--- config.mk ---
export PLATFORM = sky130hd
export DESIGN_NAME = reg_file_rd
export DESIGN_NICKNAME = d
export VERILOG_FILES = /design/src/rtl/reg_file_rd.sv
export SDC_FILE = /design/constraint.sdc
export NUM_CORES = 2
export LEC_CHECK = 0
export ABC_AREA = 0
export BUFFER_PORTS_ARGS = -buffer_cell sky130_fd_sc_hd__buf_2
export CAP_MARGIN = 20
export CORE_UTILIZATION = 61
export DETAILED_ROUTE_END_ITERATION = 7
export GPL_ROUTABILITY_DRIVEN = 0
export MAX_ROUTING_LAYER = met4
export PLACE_DENSITY = 0.74
export SYNTH_ARGS = -nofsm -noshare
export SYNTH_HDL_FRONTEND = slang
export SYNTH_SLANG_ARGS = --single-unit
--- constraint.sdc ---
create_clock -name clk -period 4.9 [get_ports clk]
set_input_delay 0.245 -clock clk [delete_from_list [all_inputs] [get_ports clk]]
set_output_delay 0.245 -clock clk [all_outputs]
set_load 0.1 [all_outputs]
--- src/rtl/reg_file_rd.sv ---
// Architectural register file: one write-back port, two combinational read
// ports with write-through bypass, and a per-register load scoreboard.
module reg_file_rd #(
  parameter int DATA_W   = 32,
  parameter int NUM_REGS = 32,
  parameter int ADDR_W   = 5
) (
  input  logic                clk,
  input  logic                rst,
  input  logic [ADDR_W-1:0]   rs1_addr,
  input  logic                rs1_used,
  input  logic [ADDR_W-1:0]   rs2_addr,
  input  logic                rs2_used,
  output logic [DATA_W-1:0]   rs1_data,
  output logic [DATA_W-1:0]   rs2_data,
  input  logic                reg_write,
  input  logic [ADDR_W-1:0]   rd_addr,
  input  logic [DATA_W-1:0]   write_data,
  input  logic                issue_load,
  input  logic [ADDR_W-1:0]   issue_rd,
  output logic                stall,
  output logic [NUM_REGS-1:0] busy
);

  logic [DATA_W-1:0]   regs_q [NUM_REGS];
  logic [DATA_W-1:0]   regs_d [NUM_REGS];
  logic [NUM_REGS-1:0] busy_q;
  logic [NUM_REGS-1:0] busy_d;
  logic                rs1_hazard;
  logic                rs2_hazard;

  always_comb begin
    rs1_data = regs_q[rs1_addr];
    if (rs1_addr == '0) begin
      rs1_data = '0;
    end else if (reg_write && (rd_addr == rs1_addr)) begin
      rs1_data = write_data;
    end

    rs2_data = regs_q[rs2_addr];
    if (rs2_addr == '0) begin
      rs2_data = '0;
    end else if (reg_write && (rd_addr == rs2_addr)) begin
      rs2_data = write_data;
    end
  end

  // A write-back landing on the pending register this cycle is bypassed, so no hold.
  always_comb begin
    rs1_hazard = rs1_used && (rs1_addr != '0) && busy_q[rs1_addr] &&
                 !(reg_write && (rd_addr == rs1_addr));
    rs2_hazard = rs2_used && (rs2_addr != '0) && busy_q[rs2_addr] &&
                 !(reg_write && (rd_addr == rs2_addr));
    stall      = rs1_hazard || rs2_hazard;
  end

  always_comb begin
    regs_d = regs_q;
    if (reg_write && (rd_addr != '0)) begin
      regs_d[rd_addr] = write_data;
    end
    regs_d[0] = '0;

    // Clear first so a same-cycle issue to the same register wins.
    busy_d = busy_q;
    if (reg_write) begin
      busy_d[rd_addr] = 1'b0;
    end
    if (issue_load && !stall) begin
      busy_d[issue_rd] = 1'b1;
    end
    busy_d[0] = 1'b0;
  end

  always_ff @(posedge clk) begin
    if (rst) begin
      regs_q <= '{default: '0};
      busy_q <= '0;
    end else begin
      regs_q <= regs_d;
      busy_q <= busy_d;
    end
  end

  assign busy = busy_q;

endmodule

==> flow_summary.yaml <==
sta:
  setup-tns-final_ns: 0
  min_period_ns: 4.29
  post-route-period-util_pct: 87.5
  skew_ns: 0.00603
  holdWs_ns: 0.0475
  hold_violations: 0
  tightest_slew_ns: 1.31
  drv_slew: 0
  fmax_mhz: 233
  rsz0062_at_grt: "false"
  max-slew-margin-rel_pct: 12.5
  setup_viol: 0
yosys:
  synth_edf_count: 0
  synth_warnings: 0
  ys_ff_latch: 1023
  synth_top_area_share_pct: 38.6
  synth_area_leader_cell: "dfxtp_1"
  synth_area_leaders: "dfxtp_1 39%, mux4_2 20%, nand2_1 14%"
  synth_cell_types: 48
  syn_area_sq_um: 53000
  syn-num-nets: 6116
  synth.avg_cell_area_sq_um: 8.75
  synthCells: 6058
  yosysMostFrequentCell: "nand2_1"
  async_reset_ff_share_pct: 0
  ys_seq_area_share_pct: 38.6
  synth_top_flop_cell: "dfxtp_1"
  synthTopCellsByCount: "2034 x nand2_1, 1029 x a21oi_1, 1023 x dfxtp_1"
setup_path:
  crit_chain: "buf_8 > xor2_1 > nor2_1 > and4_2 > nor3_1 > nor3_1 > buf_2"
  end_kind: "output pin"
  path_max_fanout: 74
  reg2reg_from: "busy[12]"
  arrival_ns: 4.04
  cpPeakStageDelay_ns: 0.99
  worst_r2r_path_depth: 6
  timing.rr.end: "busy[6]"
  startpoint_type: "primary input"
  cp_slowest_cell: "nor3_1"
  path_class: "primary input to output pin"
  rrSetupSlack_ns: 2.51
  worst_path_most_repeated_cell: "nor3_1"
  required_ns: 4.66
  worst-path-buf-inv: 2
  crit_family: "simple AND/OR/NAND/NOR gates"
die:
  num_rows: 107
  die_x_microns: 297
  core_sq_um: 85500
  dieArea_sq_um: 88100
  initial_utilization_pct: 62.0
  dieHeight_microns: 297
  io_pins: 155
power:
  p_per_area_nw_per_um2: 326
  peakVddDrop_uv: 372
  leakagePower_nw: 19.0
grt:
  grt_overflow: 0
  grt.total_usage_pct: 48.4
  grt_pass1_wl_microns: 309000
  grt_max_degree: 147
  grt_pass1_vias: 47526
  antenna_found_initial: 15
clocking:
  cts_setup_buffers: 0
  ctsResizeCount: 0
  cts.sinks: 1023
  clk_pin_slew_ns: 0.06
  holdBufCountCts: 5
  cts_tree: "yes"
  numCtsBuffers: 107
  clock_latency_ns: 0.72
  max-clock-path-buffers: 3
  root_buffer: "clkbuf_16"
  htreeDepth: 3
final_layout:
  nFillCells: 6667
  final_layout_size_suffix_gt1_share_pct: 18.7
  area_delta_synth_final_pct: 9.31
  layout.nets: 5868
  final_util_pct: 67.7
  layout.cells.non_filler: 7060
min_path:
  hold-path-cell-count: 3
  min_to: "busy[28]"
  min_path_type: "primary input to flip-flop"
  hold_start: "issue_rd[1]"
run_status:
  status: "finished with violations"
  violations: "DRC"
routing:
  wirelength_microns: 211000
  drc: 2
  avgViaCountPerCell: 7.18
  drtIter0Drc: 9387
  via_count: 50656
  ant_nets: 0
  wl_per_cell_microns: 29.9
  drt_first_pass_iters: 8
flow_run:
  cap_violations: 0
placement:
  dp_cells: 6840
  io_buffers: 153
  dp_hpwl_microns: 123000
==> final cells by class <==
cell class                 instances  area, sq um  share of cell area, %
antenna                           15         37.5                 0.0648
timing repair buffer             305         2310                   3.99
clock buffer                     161         3190                   5.51
sequential                      1023        20500                   35.3
tap                             1144         1430                   2.47
multi-input combinational       4369        30000                   51.8
clock inverter                    39          434                  0.749
inverter                           4         15.0                 0.0259
==> per-stage QoR <==
stage | setup slack, ns | area [sq um] | total power [mW]
after floorplan | 0.717 | 53000 | 9.94
after detailed placement | 1.04 | 54200 | 10.5
after global placement | 1.03 | 54100 | 10.4
after CTS | 1.01 | 57900 | 18.7
final | 0.610 | 57900 | 18.9
after global routing | 0.716 | 57900 | 19.2
==> state kept, by name, summed over array words and instances (netlist names) <==
name,flops
busy,31
regs_q,992
==> cell families after synthesis <==
family          after synthesis  share of synthesized area (%)
xor+xnor                     10                          0.165
flops                      1023                           38.6
mux                         683                           24.3
buf+inv                     666                           5.37
compound gates             1292                           13.7
other cells                   1                        0.00708
simple gates               2383                           17.8
==> cell usage in the layout (no fill, tap or decap), drive strengths merged, types with 9 or more instances in the layout <==
cell,count
diode,15
nor2b,45
o22ai,21
o32ai,14
o31ai,31
mux4,478
a21oi,1029
dfxtp,1023
buf,300
clkbuf,161
nand2,2034
a211oi,73
clkinv,26
mux2,69
mux2i,136
nor3,75
a2111oi,48
nor2,146
nand2b,9
nand3b,36
a221oi,61
==> power breakdown <==
| part | switching (mW) | leakage [nW] | total [mW] | internal, mW |
|---|---|---|---|---|
| Combinational | 1.45 | 8.93 | 1.94 | 0.489 |
| Clock | 3.59 | 1.80 | 8.51 | 4.92 |
| Sequential | 0.0494 | 8.25 | 8.43 | 8.38 |
==> worst reg2reg max path: stages, from the launching register on <==
cell and delay (ns):
dfxtp_1 0.37, mux4_2 0.49, nor2_1 0.16, a21oi_1 0.08, a311o_1 0.36, a32o_2 0.49, o31ai_1 0.34
==> routing by layer <==
| metal | vias up | GRT usage (%) | wire length (microns) |
|---|---|---|---|
| met3 | 1232 | 17.6 | 36200 |
| met2 | 4701 | 66.3 | 87100 |
| li1 | 20728 | - | - |
| met1 | 23995 | 59.6 | 70800 |
| met4 | 0 | 32.1 | 17100 |
| met5 | - | - | 0 |
==> worst max-delay path by stage <==
| stage | from | to | slack [ns] | depth (start not counted) |
|---|---|---|---|---|
| finish | rs2_addr[0] | rs2_data[11] | 0.61 | 7 |
| floorplan | rs2_addr[2] | rs2_data[28] | 0.72 | 8 |
| CTS | rs2_addr[0] | rs2_data[2] | 1.01 | 7 |
| global route | rs1_addr[4] | rs1_data[22] | 0.72 | 9 |
| detailed placement | rs2_addr[0] | rs2_data[2] | 1.04 | 7 |
| global placement | rs2_addr[0] | rs2_data[11] | 1.03 | 7 |
(Power assumes the default switching activity.)
